--- src/rtl/asteroid_renderer_if.sv ---
// Video timing, buttons and pixel/game status
// exchanged with the asteroid renderer.
interface asteroid_renderer_if;
  logic [9:0] HCounter;
  logic [9:0] VCounter;
  logic       hsync_in;
  logic       vsync_in;
  logic       btn_left;
  logic       btn_right;
  logic       btn_start;
  logic       HSync;
  logic       VSync;
  logic [3:0] Red;
  logic [3:0] Green;
  logic [3:0] Blue;
  logic [7:0] score;
  logic       game_over;

  modport master (
    output HCounter,
    output VCounter,
    output hsync_in,
    output vsync_in,
    output btn_left,
    output btn_right,
    output btn_start,
    input  HSync,
    input  VSync,
    input  Red,
    input  Green,
    input  Blue,
    input  score,
    input  game_over
  );

  modport slave (
    input  HCounter,
    input  VCounter,
    input  hsync_in,
    input  vsync_in,
    input  btn_left,
    input  btn_right,
    input  btn_start,
    output HSync,
    output VSync,
    output Red,
    output Green,
    output Blue,
    output score,
    output game_over
  );
endinterface

--- src/rtl/asteroid_renderer.sv ---
// Dodge-the-asteroids game: ship/asteroid state
// updated once per frame, pixel colour one clk behind.
module asteroid_renderer #(
  parameter int NUM_AST   = 4,
  parameter int AST_SIZE  = 16,
  parameter int SHIP_W    = 32,
  parameter int SHIP_STEP = 4
) (
  input  logic               clk,
  input  logic               rst_n,
  asteroid_renderer_if.slave vid
);

  localparam logic [9:0] SHIP_MAX = 10'(640 - SHIP_W);
  localparam logic [9:0] STEP     = 10'(SHIP_STEP);
  localparam logic [9:0] SHIP_Y0  = 10'd440;
  localparam logic [9:0] SHIP_Y1  = 10'd455;
  localparam logic [15:0] SEED    = 16'hACE1;

  typedef enum logic {
    PLAY = 1'b0,
    HIT  = 1'b1
  } state_e;

  function automatic logic [9:0] rst_ax(input int i);
    return 10'(64 + 160 * i);
  endfunction

  function automatic logic [9:0] rst_ay(input int i);
    return 10'(120 * i);
  endfunction

  state_e      state_q;
  state_e      state_d;
  logic [9:0]  ship_x_q;
  logic [9:0]  ship_x_d;
  logic [9:0]  ast_x_q [NUM_AST];
  logic [9:0]  ast_x_d [NUM_AST];
  logic [9:0]  ast_y_q [NUM_AST];
  logic [9:0]  ast_y_d [NUM_AST];
  logic [7:0]  score_q;
  logic [7:0]  score_d;
  logic [15:0] lfsr_q;
  logic [15:0] lfsr_d;
  logic [2:0]  sync1_q;
  logic [2:0]  sync2_q;
  logic [11:0] rgb_q;
  logic [11:0] rgb_d;
  logic        hs_q;
  logic        vs_q;
  logic        go_q;

  logic        visible;
  logic        tick;
  logic [9:0]  px;
  logic [9:0]  py;
  logic        left_s;
  logic        right_s;
  logic        start_s;
  logic        on_ship;
  logic        on_ast;
  logic        collide;
  logic        fb;

  logic [9:0]         ast_ny [NUM_AST];
  logic [9:0]         ast_r  [NUM_AST];
  logic [9:0]         ast_rx [NUM_AST];
  logic [NUM_AST-1:0] ast_wrap;
  logic [NUM_AST-1:0] ast_cov;

  assign visible = (vid.HCounter >= 10'd144)
                && (vid.HCounter <= 10'd783)
                && (vid.VCounter >= 10'd36)
                && (vid.VCounter <= 10'd515);

  assign px   = vid.HCounter - 10'd144;
  assign py   = vid.VCounter - 10'd36;
  assign tick = (vid.HCounter == '0)
             && (vid.VCounter == '0);

  assign left_s  = sync2_q[0];
  assign right_s = sync2_q[1];
  assign start_s = sync2_q[2];

  // taps 16,14,13,11 as a right-shifting register
  assign fb     = lfsr_q[0] ^ lfsr_q[2]
                ^ lfsr_q[3] ^ lfsr_q[5];
  assign lfsr_d = {fb, lfsr_q[15:1]};

  for (genvar gi = 0; gi < NUM_AST; gi++) begin : g_ast
    assign ast_ny[gi]   = ast_y_q[gi] + 10'(gi + 1);
    assign ast_wrap[gi] = ast_ny[gi] >= 10'd480;
    assign ast_r[gi]    = lfsr_q[9:0] ^ 10'(gi * 'h0A5);
    assign ast_rx[gi]   = (ast_r[gi] < 10'd624)
                        ? ast_r[gi]
                        : ast_r[gi] - 10'd512;
    assign ast_cov[gi]  = (px >= ast_x_q[gi])
      && ({1'b0, px} < {1'b0, ast_x_q[gi]} + 11'(AST_SIZE))
      && (py >= ast_y_q[gi])
      && ({1'b0, py} < {1'b0, ast_y_q[gi]} + 11'(AST_SIZE));
  end

  assign on_ship = visible
    && (px >= ship_x_q)
    && ({1'b0, px} < {1'b0, ship_x_q} + 11'(SHIP_W))
    && (py >= SHIP_Y0)
    && (py <= SHIP_Y1);

  assign on_ast  = visible && (|ast_cov);
  assign collide = (state_q == PLAY) && on_ship && on_ast;

  always_comb begin
    state_d  = state_q;
    ship_x_d = ship_x_q;
    ast_x_d  = ast_x_q;
    ast_y_d  = ast_y_q;
    score_d  = score_q;
    unique case (state_q)
      PLAY: begin
        if (tick) begin
          unique case (1'b1)
            left_s && !right_s:
              ship_x_d = (ship_x_q < STEP)
                       ? '0 : ship_x_q - STEP;
            right_s && !left_s:
              ship_x_d = (ship_x_q > SHIP_MAX - STEP)
                       ? SHIP_MAX : ship_x_q + STEP;
            default: ;
          endcase
          for (int i = 0; i < NUM_AST; i++) begin
            ast_y_d[i] = ast_wrap[i] ? '0 : ast_ny[i];
            if (ast_wrap[i]) begin
              ast_x_d[i] = ast_rx[i];
              if (score_d != 8'hFF)
                score_d = score_d + 8'd1;
            end
          end
        end
        // a same-cycle tick still moves things first
        if (collide)
          state_d = HIT;
      end
      HIT: begin
        if (tick && start_s) begin
          ship_x_d = 10'd304;
          for (int i = 0; i < NUM_AST; i++) begin
            ast_x_d[i] = rst_ax(i);
            ast_y_d[i] = rst_ay(i);
          end
          score_d = '0;
          state_d = PLAY;
        end
      end
    endcase
  end

  always_comb begin
    rgb_d = '0;
    if (visible) begin
      if (state_q == HIT)
        rgb_d = 12'hF00;
      else if (on_ship)
        rgb_d = 12'h0F0;
      else if (on_ast)
        rgb_d = 12'h888;
    end
  end

  always_ff @(posedge clk or negedge rst_n) begin
    if (!rst_n) begin
      sync1_q <= '0;
      sync2_q <= '0;
    end else begin
      sync1_q <= {vid.btn_start,
                  vid.btn_right,
                  vid.btn_left};
      sync2_q <= sync1_q;
    end
  end

  always_ff @(posedge clk or negedge rst_n) begin
    if (!rst_n) begin
      state_q  <= PLAY;
      ship_x_q <= 10'd304;
      for (int i = 0; i < NUM_AST; i++) begin
        ast_x_q[i] <= rst_ax(i);
        ast_y_q[i] <= rst_ay(i);
      end
      score_q  <= '0;
      lfsr_q   <= SEED;
      go_q     <= 1'b0;
    end else begin
      state_q  <= state_d;
      ship_x_q <= ship_x_d;
      ast_x_q  <= ast_x_d;
      ast_y_q  <= ast_y_d;
      score_q  <= score_d;
      lfsr_q   <= lfsr_d;
      go_q     <= (state_d == HIT);
    end
  end

  always_ff @(posedge clk or negedge rst_n) begin
    if (!rst_n) begin
      rgb_q <= '0;
      hs_q  <= 1'b0;
      vs_q  <= 1'b0;
    end else begin
      rgb_q <= rgb_d;
      hs_q  <= vid.hsync_in;
      vs_q  <= vid.vsync_in;
    end
  end

  assign vid.Red       = rgb_q[11:8];
  assign vid.Green     = rgb_q[7:4];
  assign vid.Blue      = rgb_q[3:0];
  assign vid.HSync     = hs_q;
  assign vid.VSync     = vs_q;
  assign vid.score     = score_q;
  assign vid.game_over = go_q;

endmodule

--- src/flat_wrapper.sv ---
// flat-port wrapper written by rule: the top's interface ports become plain ports
module asteroid_renderer_flat 
#(
  parameter int NUM_AST   = 4,
  parameter int AST_SIZE  = 16,
  parameter int SHIP_W    = 32,
  parameter int SHIP_STEP = 4
)
  (clk, rst_n, vid_HCounter, vid_VCounter, vid_hsync_in, vid_vsync_in, vid_btn_left, vid_btn_right, vid_btn_start, vid_HSync, vid_VSync, vid_Red, vid_Green, vid_Blue, vid_score, vid_game_over);
  asteroid_renderer_if vid_i ();
  input  logic clk;
  input  logic rst_n;
  input wire logic [$bits(vid_i.HCounter)-1:0] vid_HCounter;
  input wire logic [$bits(vid_i.VCounter)-1:0] vid_VCounter;
  input wire logic [$bits(vid_i.hsync_in)-1:0] vid_hsync_in;
  input wire logic [$bits(vid_i.vsync_in)-1:0] vid_vsync_in;
  input wire logic [$bits(vid_i.btn_left)-1:0] vid_btn_left;
  input wire logic [$bits(vid_i.btn_right)-1:0] vid_btn_right;
  input wire logic [$bits(vid_i.btn_start)-1:0] vid_btn_start;
  output wire logic [$bits(vid_i.HSync)-1:0] vid_HSync;
  output wire logic [$bits(vid_i.VSync)-1:0] vid_VSync;
  output wire logic [$bits(vid_i.Red)-1:0] vid_Red;
  output wire logic [$bits(vid_i.Green)-1:0] vid_Green;
  output wire logic [$bits(vid_i.Blue)-1:0] vid_Blue;
  output wire logic [$bits(vid_i.score)-1:0] vid_score;
  output wire logic [$bits(vid_i.game_over)-1:0] vid_game_over;
  assign vid_i.HCounter = vid_HCounter;
  assign vid_i.VCounter = vid_VCounter;
  assign vid_i.hsync_in = vid_hsync_in;
  assign vid_i.vsync_in = vid_vsync_in;
  assign vid_i.btn_left = vid_btn_left;
  assign vid_i.btn_right = vid_btn_right;
  assign vid_i.btn_start = vid_btn_start;
  assign vid_HSync = vid_i.HSync;
  assign vid_VSync = vid_i.VSync;
  assign vid_Red = vid_i.Red;
  assign vid_Green = vid_i.Green;
  assign vid_Blue = vid_i.Blue;
  assign vid_score = vid_i.score;
  assign vid_game_over = vid_i.game_over;
  asteroid_renderer #(.NUM_AST(NUM_AST), .AST_SIZE(AST_SIZE), .SHIP_W(SHIP_W), .SHIP_STEP(SHIP_STEP)) u_core (.clk(clk), .rst_n(rst_n), .vid(vid_i));
endmodule
--- config.mk ---
export PLATFORM = sky130hd
export DESIGN_NAME = asteroid_renderer_flat
export DESIGN_NICKNAME = d
export VERILOG_FILES = /design/src/rtl/asteroid_renderer_if.sv /design/src/rtl/asteroid_renderer.sv /design/src/flat_wrapper.sv
export SDC_FILE = /design/constraint.sdc
export NUM_CORES = 1
export LEC_CHECK = 0
export ABC_CLOCK_PERIOD_IN_PS = 12800
export CORE_AREA = 2 2 214 111
export CTS_BUF_LIST = sky130_fd_sc_hd__clkbuf_4
export DETAILED_ROUTE_END_ITERATION = 12
export DIE_AREA = 0 0 216 113
export GPL_ROUTABILITY_DRIVEN = 0
export PLACE_DENSITY = 0.67
export REMOVE_ABC_BUFFERS = 1
export SYNTH_ARGS = -nofsm -noshare
export SYNTH_HDL_FRONTEND = slang
export SYNTH_SLANG_ARGS = --single-unit
--- constraint.sdc ---
create_clock -name clk -period 12.8 [get_ports clk]
set_clock_uncertainty 0.1 [all_clocks]
set_input_delay 2.56 -clock clk [delete_from_list [all_inputs] [get_ports clk]]
set_output_delay 2.56 -clock clk [all_outputs]
set_load 0.005 [all_outputs]
* Word-level counts from Yosys, hierarchy flattened
Cells that the tools add are included.
** Storage, ports and cells
- Bits of input ports :: 27
- Register bits after elaboration :: 135
- Word-level logic and storage cells :: 179
- Output and inout bits :: 23
** Operators by class
- Mux-type cells :: 48
- Add/subtract/negate cells :: 25
- Order comparisons :: 34
- Equality and inequality tests :: 11
- Reduce and logical (&&, ||, !) cells :: 37
- Bitwise logic cells :: 7
** Operator list (count)
- $mux 10 :: 16
- $mux 40 :: 4
- $pmux 40 s2 :: 2
- $mux 8 :: 16
- $lt 10x11->1 :: 9
- $ge 10x10->1 :: 9
- $add 10x5->11 const B :: 8
- $ge 10x9->1 const B :: 5
- $mux 12 :: 4
- $lt 10x10->1 const B :: 4
- $pmux 10 s2 :: 2
- $sub 10x10->10 const B :: 4
- $add 8x1->8 const B :: 4
- $ne 8x8->1 const B :: 4
- $logic_and 1x1->1 :: 26
- $add 10x2->10 const B :: 2
- $add 10x3->10 const B :: 2
- $le 10x10->1 const B :: 2
- $logic_not 10->1 :: 2
- $pmux 8 s2 :: 1
- $reduce_and 3->1 :: 5
- $add 10x6->11 const B :: 1
- $add 10x1->10 const B :: 1
- $ge 10x6->1 const B :: 1
- 19 further kinds :: 28

* Depth between registers and ports, before layout
Gate-level depths: netlist of run 1.
- Word-level depth :: 20
- Depth in mapped cells :: 24
- Gate-level depth less buffers :: 23

* Worst setup path before layout of run 1
OpenSTA, ideal clock, no wires.
- Path type :: input to register
- From :: in vid_VCounter[2]
- To :: reg u_core.rgb_q[11]
- Path buffers :: 0
- Stages :: 13
- Data arrival time :: 5179 ps
- Slack :: 7370 ps
- Data required time :: 12549 ps
- Setup time :: 151 ps
- Path through :: inv_1 > ha_1 > xor2_1 > ha_1 > o21bai_1 > a21o_1 > a21o_1 > a21o_1 > a211oi_1 > o32a_1 > and3_1 > nor4_1 > o22ai_1
** On the way
- Word-level cells in the longest chain between the ends :: 10
- Elaborated cells on any way between the ends :: 33
- Those cells by class :: 1 x add/sub; 12 x order compare; 4 x mux; 16 x reduce/logical
** RTL lines
- from (decl) :: line flat_wrapper.sv:14 : input wire logic [$bits(vid_i.VCounter)-1:0] vid_VCounter;
- $sub 10x6->10 or $ge 10x6->1 (tied branches) :: line asteroid_renderer.sv:77, asteroid_renderer.sv:73
- $ge 10x10->1 or $logic_and 1x1->1 (tied branches) :: line asteroid_renderer.sv:99, asteroid_renderer.sv:73
- $logic_and 1x1->1, on equally long branches :: line asteroid_renderer.sv:99, asteroid_renderer.sv:74
- $logic_and 1x1->1, on equally long branches :: line asteroid_renderer.sv:100, asteroid_renderer.sv:104
- $reduce_or 4->1 or $logic_and 1x1->1 (tied branches) :: line asteroid_renderer.sv:109, asteroid_renderer.sv:105
- $logic_and 1x1->1, on equally long branches :: line asteroid_renderer.sv:109, asteroid_renderer.sv:106
- $mux 12 or $logic_and 1x1->1 (tied branches) :: line asteroid_renderer.sv:164, asteroid_renderer.sv:107
- $mux 12 :: line asteroid_renderer.sv:162 : else if (on_ship)
- $mux 12 :: line asteroid_renderer.sv:160 : if (state_q == HIT)
- $mux 12 * :: line asteroid_renderer.sv:159 : if (visible) begin
- named net u_core.rgb_d[11] :: line asteroid_renderer.sv:48 : logic [11:0] rgb_d;
- to (signal assigned) :: line asteroid_renderer.sv:209 : rgb_q <= rgb_d;
- to (decl) :: line asteroid_renderer.sv:47 : logic [11:0] rgb_q;
Mark *: on every way through the listed nets, which the timed path passes. The rest lies on a longest branch.
A chain may end at the register's enable or synchronous reset.

* Worst setup path after layout of run 1
Same ends and word-level chain as after synthesis.

==> results of run 1 <==
==> registers in the layout, summed over array words and instances (netlist names) <==
register and flops:
u_core.ast_x_q 40, u_core.sync1_q 3, u_core.state_q 1, u_core.ast_y_q 37, u_core.sync2_q 3, u_core.vid.score 8
u_core.vid.VSync 1, u_core.lfsr_q 16, u_core.rgb_q 5, u_core.ship_x_q 8, u_core.vid.HSync 1
==> placed cells by master (no fill, tap or decap), types with 15 or more instances in the layout <==
| cell | Yosys | layout |
|---|---|---|
| a31oi_1 | 15 | 15 |
| nand2_1 | 137 | 137 |
| clkdlybuf4s50_1 | 0 | 45 |
| nand3_1 | 71 | 71 |
| o21a_1 | 21 | 21 |
| xnor2_1 | 51 | 51 |
| dfrtp_1 | 92 | 92 |
| a21o_1 | 27 | 27 |
| nor2b_1 | 19 | 19 |
| nor3_1 | 34 | 34 |
| a21oi_1 | 88 | 88 |
| o21ai_0 | 109 | 109 |
| dfstp_2 | 31 | 31 |
| nand4_1 | 21 | 21 |
| nand2b_1 | 26 | 26 |
| nor2_1 | 67 | 67 |
| ha_1 | 170 | 170 |
| inv_1 | 115 | 115 |
| clkbuf_4 | 0 | 17 |
==> metrics by stage <==
step	worst slack, ns	instances	utilization	instance area (um2)
finish	6.23	1683	0.538	12100
global route	5.98	1683	0.538	12100
CTS	6.46	1683	0.538	12100
detailed placement	5.86	1651	0.527	11800
global placement	6.02	1651	0.527	11800
floorplan	7.13	1288	-	10900
==> worst reg2reg max path, stage by stage (launching register included) <==
cell       delay [ns]
dfrtp_1          0.52
ha_1             0.34
nand4_1          0.15
xnor2_1          0.32
o2111ai_2        0.30
a21oi_2          0.35
xnor2_1          0.17
inv_1            0.08
ha_1             0.18
inv_1            0.09
a211oi_2         0.40
nor4b_1          0.47
or2_2            0.22
mux2_2           0.36
ha_1             0.25
o2111a_1         0.26
a21oi_2          0.31
mux2_2           0.40
ha_1             0.28
nand2_1          0.15
nor2b_1          0.08
or3b_1           0.39
a31o_1           0.24
==> final cells by class <==
cell class,instances,area [um2],area share
timing repair buffer,56,537,0.0444
multi-input combinational,1050,7360,0.609
clock buffer,17,128,0.0106
clock inverter,15,128,0.0106
tap,307,384,0.0318
inverter,115,432,0.0357
sequential,123,3120,0.258
==> layer usage <==
layer	part of all wire	wire length [um]	track usage
met3	0.11	3340	0.0758
met4	0.0072	227	0.0411
met2	0.36	11300	0.331
met1	0.53	16700	0.441
met5	0	0	0
==> how the worst max path moves through the flow <==
stage / endpoint / cells after the start
after floorplan: u_core.ast_y_q[33] / 7
after global placement: u_core.rgb_q[11] / 14
after detailed placement: u_core.rgb_q[11] / 14
after CTS: u_core.rgb_q[11] / 14
after global routing: u_core.vid.score[7] / 22
final: u_core.rgb_q[11] / 14
==> logic make-up after synthesis <==
family                   share of synthesized area
AND/OR/NAND/NOR                              0.198
AO/OA/AOI/OAI                                0.206
adder cells (fa/ha/maj)                      0.192
buffers and inverters                       0.0571
flip-flops                                   0.281
XOR/XNOR                                    0.0497
multiplexers                                0.0155
other                                     0.000338
==> power breakdown <==
group          switching [W]  internal, W  total [W]
Clock               0.000188    0.0000834   0.000271
Combinational      0.0000769    0.0000581   0.000135
Sequential       0.000000732     0.000391   0.000392
Total               0.000266     0.000533   0.000798
==> flow_metrics.env, run 1 <==
export IMPL_status="complete, no violations"
export IMPL_min_period_ns=6.57
export IMPL_die_width_um=216
export IMPL_rsz0062_at_grt="false"
export IMPL_core_area_mm2=0.0224
export IMPL_crit_chain="clkdlybuf4s50_1, inv_1, ha_1, xor2_1, ha_1, o21bai_1, a21o_1, a21o_1, a21o_1, a211oi_1, o32a_1, and3_1, nor4_1, o22ai_1"
export IMPL_drc=0
export IMPL_setup_viol=0
export IMPL_cts_buffers=17
export IMPL_grt_pass1_wl_mm=50.7
export IMPL_diodes=0
export IMPL_cp_required_ns=13.13
export IMPL_htree_levels=4
export IMPL_synth_cells=1332
export IMPL_grt_antenna_before_repair=0
export IMPL_dieArea_mm2=0.0244
export IMPL_yosysWarnings=0
export IMPL_syn_cell_area_mm2=0.0111
export IMPL_grt_ovfl_total=0
export IMPL_maxCapViolCount=0
export IMPL_path_class="in2reg"
export IMPL_fillers=2115
export IMPL_hold_violations=0
export IMPL_cp_start_kind="input port"
export IMPL_start_util=0.494
export IMPL_synth_top_area_share=0.208
export IMPL_post_route_period_util=0.513
export IMPL_cts_hold_buf=0
export IMPL_first_iter_violations=1227
export IMPL_pin_count=50
export IMPL_power_leakage_nw=5.21
export IMPL_tritoncts="built"
export IMPL_setup_tns_final_ns=0
export IMPL_ys_types=81
export IMPL_postCtsSetupBuffers=0
export IMPL_track_usage=0.266
export IMPL_drv_slew=0
export IMPL_fmaxAchievable_ghz=0.152
export IMPL_cp_end_kind="register"
export IMPL_dominantRegCellSynth="dfrtp_1"
export IMPL_async_flop_share=1.00
export IMPL_port_buffers=46
export IMPL_worst_pin_slew_ns=1.14
export IMPL_final_net_count=1560
export IMPL_antenna_left=0
export IMPL_ir_worst_vdd_mv=0.0527
export IMPL_root_buffer="clkbuf_4"
export IMPL_layout_drive_gt1_share=0.0807
export IMPL_syn_area_per_cell_um2=8.32
export IMPL_hp_class="reg2reg"
export IMPL_ys_ff_latch=123
export IMPL_path_delay_family="simple AND/OR/NAND/NOR gates"
export IMPL_grt_pass1_vias=9118
export IMPL_arrival_ns=6.91
export IMPL_hold_ws_ns=0.264
export IMPL_worstRegToRegCells=22
export IMPL_ctsResizeCount=0
export IMPL_cp_common_cell="a21o_1"
export IMPL_crit_start="vid_VCounter[2]"
export IMPL_via_per_inst=5.95
export IMPL_dp_hpwl_mm=24.6
export IMPL_synth_area_top_cells="dfrtp_1 (21%), ha_1 (19%), dfstp_2 (7.3%)"
export IMPL_syn2layout_area_growth_pct=9.03
export IMPL_cts_sinks=123
export IMPL_holdPathEnd="u_core.sync2_q[1]"
export IMPL_relSlewSlack=0.241
export IMPL_regToRegSetupSlack_ns=6.29
export IMPL_slowest_stage="nor4_1"
export IMPL_cp_max_fo=10
export IMPL_rr_endpoint="u_core.vid.score[7]"
export IMPL_vias=10000
export IMPL_slowest_delay_ns=0.91
export IMPL_hold_depth=0
export IMPL_clk_latency_ns=0.62
export IMPL_r2r_start="u_core.ast_y_q[34]"
export IMPL_clk_pin_slew_ns=0.12
export IMPL_cts_max_path_buffers=2
export IMPL_p_total_w=0.000798
export IMPL_crit_buf_inv=2
export IMPL_synth_common_cells="ha_1 (170), nand2_1 (137), inv_1 (115)"
export IMPL_yosysSeqAreaShare=0.281
export IMPL_min_from="u_core.sync1_q[1]"
export IMPL_wirelength_mm=31.6
export IMPL_first_pass_iters=5
export IMPL_synth_edff_count=0
export IMPL_drt_wirelength_per_cell_um=18.8
export IMPL_fp_row_count=39
export IMPL_grt_max_degree=66
export IMPL_die_y_um=113
export IMPL_synth_area_leader_cell="dfrtp_1"
export IMPL_p_per_area_mw_per_mm2=66.0
export IMPL_synth_most_common_cell="ha_1"
No activity file was read; power rests on OpenSTA's default activity.
==> run 2: changes to the inputs <==
--- a/config.mk
+++ b/config.mk
@@ -5,13 +5,13 @@
 export SDC_FILE = /design/constraint.sdc
 export NUM_CORES = 1
 export LEC_CHECK = 0
-export ABC_CLOCK_PERIOD_IN_PS = 12800
+export ABC_CLOCK_PERIOD_IN_PS = 5900
 export CORE_AREA = 2 2 214 111
 export CTS_BUF_LIST = sky130_fd_sc_hd__clkbuf_4
 export DETAILED_ROUTE_END_ITERATION = 12
 export DIE_AREA = 0 0 216 113
 export GPL_ROUTABILITY_DRIVEN = 0
-export PLACE_DENSITY = 0.67
+export PLACE_DENSITY = 0.7
 export REMOVE_ABC_BUFFERS = 1
 export SYNTH_ARGS = -nofsm -noshare
 export SYNTH_HDL_FRONTEND = slang
==> constraint.sdc (replaced) <==
create_clock -name clk -period 5.9 [get_ports clk]
set_clock_uncertainty 0.1 [all_clocks]
set_input_delay 1.18 -clock clk [delete_from_list [all_inputs] [get_ports clk]]
set_output_delay 1.18 -clock clk [all_outputs]
set_load 0.005 [all_outputs]
==> run 2 against run 1 <==
  * Die area did not move
  * Routed wire length is 2.0% higher
  * First-iteration DRC count down 15%
  * Worst hold slack lost 0.0076 ns
  * Sequential power is 120% higher
  * Via count increased by 1.2%
  * Setup slack worse by 6.0 ns
  * Power is 130% higher
  * Global-route usage is 0.49 points higher
  * Largest power group unchanged
  * Clock-buffer cell count grew 1
  * Register-to-register slack worse by 6.1 ns
==> flow_metrics.env, run 2 (synthesis gave the netlist of run 1 again) <==
export IMPL_top_register="u_core.ast_x_q"
export IMPL_slowest_stage="dfrtp_1"
export IMPL_status="complete, no violations"
export IMPL_fp_row_count=39
export IMPL_first_pass_iters=5
export IMPL_drv_slew=0
export IMPL_grt_ovfl_total=0
export IMPL_rsz0062_at_grt="false"
export IMPL_crit_start="u_core.ast_y_q[35]"
export IMPL_dieArea_mm2=0.0244
export IMPL_path_class="reg2reg"
export IMPL_first_iter_violations=1048
export IMPL_crit_buf_inv=3
export IMPL_r2r_start="u_core.ast_y_q[35]"
export IMPL_post_route_period_util=0.960
export IMPL_htree_levels=4
export IMPL_pin_count=50
export IMPL_power_leakage_nw=5.38
export IMPL_antenna_left=0
export IMPL_clk_pin_slew_ns=0.13
export IMPL_cp_common_cell="ha_1"
export IMPL_drt_wirelength_per_cell_um=18.8
export IMPL_maxCapViolCount=0
export IMPL_crit_chain="ha_2, nand4_1, xnor2_2, o2111ai_2, a21oi_4, mux2_2, ha_1, inv_1, a211oi_2, nor4b_2, buf_4, or2_2, xnor2_2, inv_1, ha_1, o2111a_1, a21oi_2, mux2_2, ha_1, nand2_1, nor2b_1, or3b_1, a31o_1"
export IMPL_wirelength_mm=32.2
export IMPL_path_delay_family="simple AND/OR/NAND/NOR gates"
export IMPL_min_from="u_core.sync1_q[1]"
export IMPL_final_net_count=1588
export IMPL_hold_violations=0
export IMPL_port_buffers=46
export IMPL_root_buffer="clkbuf_4"
export IMPL_clk_latency_ns=0.61
export IMPL_dpl_cell_area_mm2=0.0120
export IMPL_setup_viol=0
export IMPL_tritoncts="built"
export IMPL_die_width_um=216
export IMPL_drc=0
export IMPL_stdcell_area_mm2=0.0124
export IMPL_fmaxAchievable_ghz=0.176
export IMPL_cp_end_kind="register"
export IMPL_grt_max_degree=93
export IMPL_grt_antenna_before_repair=2
export IMPL_mostFrequentLayoutCells="ha_1 (169), nand2_1 (137), inv_1 (115)"
export IMPL_worst_pin_slew_ns=1.14
export IMPL_layout_drive_gt1_share=0.105
export IMPL_core_area_mm2=0.0224
export IMPL_vias=10100
export IMPL_start_util=0.494
export IMPL_cts_sinks=123
export IMPL_cp_required_ns=6.30
export IMPL_slowest_delay_ns=0.46
export IMPL_cp_start_kind="register"
export IMPL_grt_pass1_wl_mm=51.8
export IMPL_largest_reg_flops=40
export IMPL_track_usage=0.271
export IMPL_layout_commonest_cell="ha_1"
export IMPL_setup_tns_final_ns=0
export IMPL_cts_max_path_buffers=2
export IMPL_dp_hpwl_mm=24.7
export IMPL_cts_buffers=17
export IMPL_via_per_inst=5.92
export IMPL_die_y_um=113
export IMPL_hp_class="reg2reg"
export IMPL_ir_worst_vdd_mv=0.112
export IMPL_arrival_ns=6.07
export IMPL_p_per_area_mw_per_mm2=147
export IMPL_reg_top3="u_core.ast_x_q (40), u_core.ast_y_q (37), u_core.lfsr_q (16)"
export IMPL_syn2layout_area_growth_pct=11.7
export IMPL_grt_pass1_vias=9531
export IMPL_min_period_ns=5.67
export IMPL_fillers=2093
export IMPL_cp_max_fo=6
export IMPL_relSlewSlack=0.237
[run 2: cell types whose count changed in the layout (fill, tap and decap cells not counted), sizes merged]
cell,before,now
buf,11,39
bufinv,0,2
clkbuf,17,18
clkinvlp,1,2
diode,0,2
inv,124,120
[run 2: routing by layer]
metal	up-vias	track usage	part of all wire
li1	4877	-	-
met1	4847	0.419	0.51
met2	401	0.353	0.37
met3	19	0.0997	0.11
met4	0	0.0525	0.0086
met5	-	0	0
[run 2: final cells by class]
cell class / count / area [um2] / share of cell area
clock inverters: 14 / 161 / 0.0130
clock buffers: 18 / 135 / 0.0109
flip-flops and latches: 123 / 3120 / 0.252
multi-input cells: 1050 / 7400 / 0.598
repair buffers: 84 / 747 / 0.0603
diodes: 2 / 5.00 / 0.000404
well taps: 307 / 384 / 0.0310
inverters: 115 / 432 / 0.0348
[run 2: final timing paths]
check / end / slack, ns / depth (start not counted)
max in group asynchronous: u_core.ast_y_q[8] / 4.10 / 2
setup / recovery: u_core.vid.score[7] / 0.23 / 23
hold reg to reg: u_core.sync2_q[1] / 0.26 / 0
min in group asynchronous: u_core.ast_y_q[10] / 0.56 / 1
hold / removal: u_core.sync2_q[1] / 0.26 / 0
setup reg to reg: u_core.vid.score[7] / 0.23 / 23
[run 2: metrics by stage]
stage | cells | hold WS [ns] | total power (W) | setup slack (ns) | utilization
floorplan | 1288 | 0.231 | 0.00105 | 0.621 | -
global placement | 1677 | 0.233 | 0.00116 | 0.328 | 0.536
detailed placement | 1677 | 0.236 | 0.00117 | 0.108 | 0.536
CTS | 1709 | 0.254 | 0.00182 | 0.0529 | 0.549
global route | 1713 | 0.277 | 0.00192 | 0.0152 | 0.552
finish | 1713 | 0.257 | 0.00182 | 0.233 | 0.552
[run 2: timing repair]
action	CTS	global route
setup buffers	0	2
hold buffers	0	0
resized for setup	0	9
setup endpoints to repair	0	8
[run 2: worst register-to-register path, delay by kind of cell, from the launching register on]
family | cells | cell delay, ns
XOR/XNOR | 2 | 0.48
buffers and inverters | 3 | 0.40
flip-flops | 1 | 0.46
AO/OA/AOI/OAI | 6 | 1.15
AND/OR/NAND/NOR | 6 | 1.24
adder cells (fa/ha/maj) | 4 | 0.98
multiplexers | 2 | 0.76
[run 2: where the power goes]
part | switching (W) | total, W | internal [W] | leakage (nW)
registers | 0.00000151 | 0.000850 | 0.000848 | 1.55
clock network | 0.000390 | 0.000655 | 0.000265 | 0.156
logic | 0.000176 | 0.000310 | 0.000135 | 3.68
